### src/rtl/iob_logic_reduce_pkg.sv
// Shared op codes, FSM state type and identity helper for the streaming logic reducer.
package iob_logic_reduce_pkg;

    localparam logic [1:0] OP_AND  = 2'd0;
    localparam logic [1:0] OP_OR   = 2'd1;
    localparam logic [1:0] OP_XOR  = 2'd2;
    localparam logic [1:0] OP_NAND = 2'd3;

    // Widest lane the identity helper covers; callers truncate to their own W.
    localparam int unsigned ID_W = 64;

    typedef enum logic {
        ST_IDLE  = 1'b0,
        ST_ACCUM = 1'b1
    } state_e;

    // Fold identity: all-ones for AND/NAND, zero for OR/XOR.
    function automatic logic [ID_W-1:0] op_identity(input logic [1:0] op);
        op_identity = ((op == OP_AND) || (op == OP_NAND)) ? {ID_W{1'b1}} : {ID_W{1'b0}};
    endfunction

endpackage

### src/rtl/iob_logic_reduce_lanes.sv
// Combinational fold of N W-bit lanes with the selected bitwise op (NAND folds as AND).
module iob_logic_reduce_lanes
    import iob_logic_reduce_pkg::*;
#(
    parameter int unsigned W = 8,
    parameter int unsigned N = 2
) (
    input  logic [N*W-1:0] data_i,
    input  logic [1:0]     op_i,
    output logic [W-1:0]   f_o
);

    always_comb begin
        f_o = W'(op_identity(op_i));
        for (int unsigned k = 0; k < N; k++) begin
            case (op_i)
                OP_OR:   f_o = f_o | data_i[k*W +: W];
                OP_XOR:  f_o = f_o ^ data_i[k*W +: W];
                default: f_o = f_o & data_i[k*W +: W];
            endcase
        end
    end

endmodule

### src/rtl/iob_logic_reduce_acc.sv
// Streaming lane reducer: folds each beat, accumulates across a packet, publishes one
// registered result with a saturating beat count per packet over valid/ready.
module iob_logic_reduce_acc
    import iob_logic_reduce_pkg::*;
#(
    parameter int unsigned W     = 8,
    parameter int unsigned N     = 2,
    parameter int unsigned CNT_W = 8
) (
    input  logic             clk_i,
    input  logic             cke_i,
    input  logic             arst_n_i,
    input  logic [1:0]       op_i,
    input  logic [N*W-1:0]   data_i,
    input  logic             last_i,
    input  logic             valid_i,
    output logic             ready_o,
    output logic [W-1:0]     result_o,
    output logic [CNT_W-1:0] count_o,
    output logic             sat_o,
    output logic             valid_o,
    input  logic             ready_i
);

    localparam logic [CNT_W-1:0] CNT_MAX = {CNT_W{1'b1}};

    state_e           state_q;
    logic [1:0]       op_q;
    logic [W-1:0]     acc_q;
    logic [CNT_W-1:0] cnt_q;
    logic             sat_q;
    logic [W-1:0]     result_q;
    logic [CNT_W-1:0] count_q;
    logic             sat_out_q;
    logic             valid_q;

    logic [1:0]       op_eff;
    logic [W-1:0]     fold;
    logic [W-1:0]     acc_d;
    logic [CNT_W-1:0] cnt_d;
    logic             sat_d;
    logic             in_hs;
    logic             out_hs;

    assign ready_o = ~valid_q | ready_i;
    assign in_hs   = valid_i & ready_o & cke_i;
    assign out_hs  = valid_q & ready_i & cke_i;

    // The op is latched on the first beat; later beats reuse it regardless of op_i.
    assign op_eff = (state_q == ST_IDLE) ? op_i : op_q;

    iob_logic_reduce_lanes #(
        .W (W),
        .N (N)
    ) u_lanes (
        .data_i (data_i),
        .op_i   (op_eff),
        .f_o    (fold)
    );

    // Accumulator and counter values that the current beat would produce.
    always_comb begin
        acc_d = fold;
        cnt_d = CNT_W'(1);
        sat_d = 1'b0;
        if (state_q == ST_ACCUM) begin
            case (op_q)
                OP_OR:   acc_d = acc_q | fold;
                OP_XOR:  acc_d = acc_q ^ fold;
                default: acc_d = acc_q & fold;
            endcase
            if (cnt_q == CNT_MAX) begin
                cnt_d = cnt_q;
                sat_d = 1'b1;
            end else begin
                cnt_d = cnt_q + CNT_W'(1);
                sat_d = sat_q;
            end
        end
    end

    always_ff @(posedge clk_i or negedge arst_n_i) begin
        if (!arst_n_i) begin
            state_q   <= ST_IDLE;
            op_q      <= OP_AND;
            acc_q     <= '0;
            cnt_q     <= '0;
            sat_q     <= 1'b0;
            result_q  <= '0;
            count_q   <= '0;
            sat_out_q <= 1'b0;
            valid_q   <= 1'b0;
        end else begin
            if (out_hs) begin
                valid_q <= 1'b0;
            end
            if (in_hs) begin
                acc_q <= acc_d;
                cnt_q <= cnt_d;
                sat_q <= sat_d;
                if (state_q == ST_IDLE) begin
                    op_q <= op_i;
                end
                // A publish on the consume edge keeps valid high for full-rate streaming.
                if (last_i) begin
                    state_q   <= ST_IDLE;
                    result_q  <= (op_eff == OP_NAND) ? ~acc_d : acc_d;
                    count_q   <= cnt_d;
                    sat_out_q <= sat_d;
                    valid_q   <= 1'b1;
                end else begin
                    state_q <= ST_ACCUM;
                end
            end
        end
    end

    assign result_o = result_q;
    assign count_o  = count_q;
    assign sat_o    = sat_out_q;
    assign valid_o  = valid_q;

endmodule
### config.mk
export PLATFORM = sky130hd
export DESIGN_NAME = iob_logic_reduce_acc
export DESIGN_NICKNAME = d
export VERILOG_FILES = /design/src/rtl/iob_logic_reduce_pkg.sv /design/src/rtl/iob_logic_reduce_lanes.sv /design/src/rtl/iob_logic_reduce_acc.sv
export SDC_FILE = /design/constraint.sdc
export NUM_CORES = 1
export LEC_CHECK = 0
export ABC_AREA = 1
export CORE_UTILIZATION = 48
export DETAILED_ROUTE_END_ITERATION = 10
export HOLD_SLACK_MARGIN = 0.12
export PLACE_DENSITY = 0.72
export REMOVE_ABC_BUFFERS = 1
export SETUP_SLACK_MARGIN = 0.2
export SLEW_MARGIN = 40
export SYNTH_ARGS = -nofsm -noshare
export SYNTH_HDL_FRONTEND = slang
export SYNTH_SLANG_ARGS = --single-unit
### constraint.sdc
create_clock -name clk_i -period 3.75 [get_ports clk_i]
set_input_delay 0.75 -clock clk_i [delete_from_list [all_inputs] [get_ports clk_i]]
set_output_delay 0.75 -clock clk_i [all_outputs]
set_load 0.005 [all_outputs]
# ---- Yosys cells after proc, flatten, opt, wreduce, memory -nomap -nowiden
# Cells that the tools add are included.
dict set report op_classes {
  n_addsub 1
  eq_ne 6
  muxes 15
  bitwise_logic 16
  n_reduce_logical 3
}
# op n
set op_table {}
lappend op_table {{$pmux 8 s2} 3}
lappend op_table {{$mux 8} 5}
lappend op_table {{$and 8x8->8} 3}
lappend op_table {{$or 8x8->8} 3}
lappend op_table {{$xor 8x8->8} 3}
lappend op_table {{$add 8x1->8 const B} 1}
lappend op_table {{$eq 8x8->1 const B} 1}
lappend op_table {{$not 8->8} 1}
lappend op_table {{$eq 2x2->1 const B} 3}
lappend op_table {{$mux 1} 6}
lappend op_table {{$and 1x1->1} 4}
lappend op_table {{$eq 2x1->1 const B} 2}
lappend op_table {{$logic_not 2->1} 1}
lappend op_table {{$mux 2} 1}
lappend op_table {{$reduce_and 2->1} 1}
lappend op_table {{$logic_or 1x1->1} 1}
lappend op_table {{$not 1->1} 1}
lappend op_table {{$or 1x1->1} 1}
dict set report totals {
  register_bits 38
  out_inout_bits 19
}

# ---- Longest topological paths before layout
dict set report logic_depth {
  ltp_word 13
  mapped_depth 18
  depth_no_buf 17
}

# ---- Modules after synthesis
# A second synthesis with hierarchy kept.
dict set report hier_totals {
  hier_cells 486
  hier_area_um2 3288.2
}
# mod n_inst cells_each area_each_um2 seq_area_each_um2
set modules_own_cells {}
lappend modules_own_cells {iob_logic_reduce_acc 1 338 2436.1 950.9}
lappend modules_own_cells {iob_logic_reduce_lanes 1 148 852.1 0.0}

# ---- Worst setup path after synthesis
# OpenSTA, ideal clock, no wires.
dict set report synth_timing {
  path_type {input-to-reg}
  startpoint {input port op_i[1]}
  endpoint {register result_q[3] (netlist: result_o[3])}
  setup_ps 117
  arrival_time_ps 2499
  required_ps 3633
  slack_ps 1133
  path_stages 13
  n_path_buf 0
  cell_sequence {o21ai_0 -> inv_1 -> ha_1 -> inv_2 -> or2_2 -> nand2_1 -> inv_1 -> ha_1 -> or2_2 -> nand3_1 -> nand3_1 -> nand3_1 -> nand2_1}
}
dict set report synth_via {
  elab_chain_cells 13
}
# item line
set synth_lines {}
lappend synth_lines {{from (decl)} iob_logic_reduce_acc.sv:13} ;# input logic [1:0] op_i,
lappend synth_lines {{$mux 2 *} -}
lappend synth_lines {{net op_eff[1]} iob_logic_reduce_acc.sv:37} ;# logic [1:0] op_eff;
lappend synth_lines {{$eq 2x2->1 / $logic_not 2->1 (equally long branches)} {iob_logic_reduce_pkg.sv:19, iob_logic_reduce_acc.sv:107}}
lappend synth_lines {{$logic_or 1x1->1} iob_logic_reduce_pkg.sv:19} ;# op_identity = ((op == OP_AND) || (op == OP_NAND)) ? {ID_W{1'b1}} : {ID_W{1'b0}};
lappend synth_lines {{$mux 8} iob_logic_reduce_pkg.sv:19}
lappend synth_lines {{$and 8x8->8 (tied with other cells)} iob_logic_reduce_lanes.sv:19} ;# default: f_o = f_o & data_i[k*W +: W];
lappend synth_lines {{$pmux 8 s2} iob_logic_reduce_lanes.sv:16} ;# case (op_i)
lappend synth_lines {{$and 8x8->8 (tied with other cells)} iob_logic_reduce_lanes.sv:19}
lappend synth_lines {{$pmux 8 s2} iob_logic_reduce_lanes.sv:16}
lappend synth_lines {{$and 8x8->8 (tied with other cells)} iob_logic_reduce_acc.sv:70} ;# default: acc_d = acc_q & fold;
lappend synth_lines {{$pmux 8 s2} iob_logic_reduce_acc.sv:67} ;# case (op_q)
lappend synth_lines {{$mux 8} iob_logic_reduce_acc.sv:66} ;# if (state_q == ST_ACCUM) begin
lappend synth_lines {{$not 8->8} iob_logic_reduce_acc.sv:107} ;# result_q <= (op_eff == OP_NAND) ? ~acc_d : acc_d;
lappend synth_lines {{$mux 8 *} iob_logic_reduce_acc.sv:107}
lappend synth_lines {{to (signal assigned)} iob_logic_reduce_acc.sv:107}
lappend synth_lines {{to (decl)} iob_logic_reduce_acc.sv:32} ;# logic [W-1:0] result_q;
# The timed path passes the listed nets; every way through them passes the cells marked *.
# A chain may end at the register's enable or synchronous reset.

# ---- Worst setup path in the final report
dict set report layout_timing {
  startpoint {input port op_i[1]}
  endpoint {register result_q[0] (netlist: result_o[0])}
}
# Same word-level chain as after synthesis.

==> flow_summary.ini <==
[status]
outcome = finished clean

[global_routing]
grt_max_degree = 39
grt_pass1_vias = 2363
grt_pass1_wl_mm = 10.9
overflow = 0
antenna_found_initial = 0
track_usage_pct = 21.6

[critical_path]
cp_data_arrival_time_ns = 3.28
crit_chain = clkdlybuf4s50_1 -> o21ai_0 -> inv_1 -> ha_1 -> inv_2 -> or2_2 -> nand2_1 -> inv_1 -> ha_1 -> or2_2 -> nand3_1 -> nand2_1 -> nand2_1 -> nand3_1 -> nand2_1
max_stage_delay_ns = 0.42
start_kind = primary input
critPathMaxFanout = 16
crit_path_frequent_cell = nand2_1
worst_setup_path_end_kind = register
critical_path_required_ns = 4.00
critical_path_class = in -> reg
crit_slowest_cell = clkdlybuf4s50_1
crit_family = simple AND/OR/NAND/NOR gates
cp.buffers_inverters = 4

[floorplanning]
die-area_sq_um = 6440
core-area_sq_um = 5920
start_util_pct = 49.6
die_x_um = 80.3
top_level_ports = 43
rows = 28
die_h_um = 80.3

[yosys]
synth_top_cells_by_area = dfrtp_1 (32%), nand2_1 (17%), ha_1 (16%)
syn-instance-count = 414
ys_seq_area_share_pct = 32.4
synth-seq-cells = 38
synth_cell_types = 29
yosysTopAreaCellShare_pct = 32.4
ys_warn_count = 0
syn_area_per_cell_sq_um = 7.10
synth_top_area_cell = dfrtp_1
syn_area_sq_um = 2940

[sta]
fmax_mhz = 330
skew_ns = 0.00910
drv_slew = 0
tightest_slew_ns = 0.669
period_share_pct = 80.9
grt_setup_unrepaired = no
finalHoldViolCount = 0
setup_tns_ns = 0
setup_viol = 0
max-slew-margin-rel_pct = 55.4
period_minus_slack_ns = 3.03

[min_path]
min_path_type = in -> async

[cts]
clock-sinks = 38
cts_setup_buffers = 0
cts_buffer_depth = 2
clkTransAtPathRegs_ns = 0.09
cts_tree = yes
cts_resized = 0
clk_root_buffer_cell = clkbuf_8
holdBufCountCts = 0
htree_levels = 2
cts_buffers = 5
insertion_delay_ns = 0.30

[pwr]
p_leak_nw = 1.91
vdd.ir_drop.worst_mv = 0.317
power_density_nw_per_um2 = 589

[routing]
ant_nets = 0
wl_per_cell_um = 12.0
totalWireLength_mm = 6.28
drt-vias-per-instance = 4.85
drc = 0
via_count = 2537
drtIter0Drc = 104
first_pass_iters = 4

[final_layout]
design_area_sq_um = 3470
diodes = 0
fillers = 570
layout-drive-gt1-share_pct = 7.14
fin_nets = 509
area_growth_pct = 18.0

[place]
place.gp.congestion = 0.784
place_area_sq_um = 3350
dp_hpwl_mm = 4.25
numPortBuffers = 42

[run]
maxCapViolCount = 0
synthesized netlist by cell type:
master / count
nand2_1: 133
inv_1: 66
nand3_1: 64
dfrtp_1: 38
ha_1: 38
o21ai_0: 14
or2_2: 12
nor2_1: 10
buf_2: 7
clkbuf_1: 4
buf_6: 3
o21bai_1: 3
a21oi_1: 2
inv_2: 2
nand2_2: 2
o21ai_1: 2
or2_1: 2
a21oi_2: 1
buf_4: 1
clkbuf_2: 1
clkinv_2: 1
inv_4: 1
nand2_4: 1
nand3_2: 1
nand3_4: 1
nand3b_1: 1
nand4_1: 1
nor2_4: 1
o211ai_1: 1
flip-flops by register name, summed over array words and instances (netlist names), 2 cells and up:
register	flops
acc_q	8
cnt_q	8
count_o	8
op_q	2
result_o	8
cell type report:
class	instances	area, sq um	share of cell area (%)
tap	75	93.8	2.71
timing repair buffer	42	418	12.0
clock buffer	5	68.8	1.98
inverter	70	267	7.68
clock inverter	3	45.0	1.30
sequential	38	951	27.4
multi-input combinational	290	1630	46.9
cells in the final DEF, fill, tap and decap left out, types with 2 or more instances in the layout:
cell type and n:
nor2_1 10, dfrtp_1 38, nand2_1 133, o21ai_0 14, inv_1 66, a21oi_1 2, nand2_2 2, clkbuf_8 5
inv_2 2, clkinvlp_4 2, or2_1 2, o21bai_1 3, clkdlybuf4s50_1 41, nand3_1 64, o21ai_1 2, or2_2 12
ha_1 38
stage by stage:
| stage | hold slack (ns) | std cells | power (W) | setup slack, ns | utilization (%) |
|---|---|---|---|---|---|
| 6_report | 0.410 | 523 | 0.00204 | 0.715 | 58.6 |
| 2_1_floorplan | 0.454 | 398 | 0.00134 | 1.08 | - |
| 5_1_grt | 0.454 | 523 | 0.00226 | 0.461 | 58.6 |
| 3_5_place_dp | 0.464 | 515 | 0.00168 | 0.421 | 56.7 |
| 3_3_place_gp | 0.461 | 515 | 0.00164 | 0.470 | 56.6 |
| 4_1_cts | 0.428 | 523 | 0.00206 | 0.731 | 58.6 |
logic make-up (layout without fill, tap and decap cells):
| group | Yosys count | count (layout) | synth area share (%) |
|---|---|---|---|
| fa+ha+maj | 38 | 38 | 16.2 |
| compound gates | 23 | 23 | 4.39 |
| simple gates | 229 | 229 | 34.7 |
| flops | 38 | 38 | 32.4 |
| buf+inv | 86 | 120 | 12.3 |
power breakdown:
part	internal, W	total (W)	switching, W	leakage [nW]
Sequential	0.000528	0.000616	0.0000880	0.495
Combinational	0.000465	0.00106	0.000594	1.36
Clock	0.000198	0.000368	0.000170	0.0504
Total	0.00119	0.00204	0.000852	1.91
metal layers:
layer / vias up / part of all wire, % / track usage (%) / wire length, um
met5: - / 0 / 0 / 0
met4: 0 / 0.81 / 4.82 / 51
met3: 7 / 4.2 / 3.98 / 261
met2: 43 / 46 / 35.6 / 2860
met1: 1138 / 49 / 29.2 / 3110
li1: 1349 / - / - / -
path summary, 6_finish.rpt:
kind / start / endpoint / slack (ns) / depth (start not counted)
min in group clk_i: result_o[4] / result_o[4] / 0.48 / 2
max reg2reg: state_q / result_o[0] / 0.82 / 15
min reg2reg: result_o[4] / result_o[4] / 0.48 / 2
max: op_i[1] / result_o[0] / 0.72 / 15
min: arst_n_i / result_o[4] / 0.41 / 1
max in group asynchronous: arst_n_i / cnt_q[2] / 2.99 / 1
No activity file was read; power rests on OpenSTA's default activity.
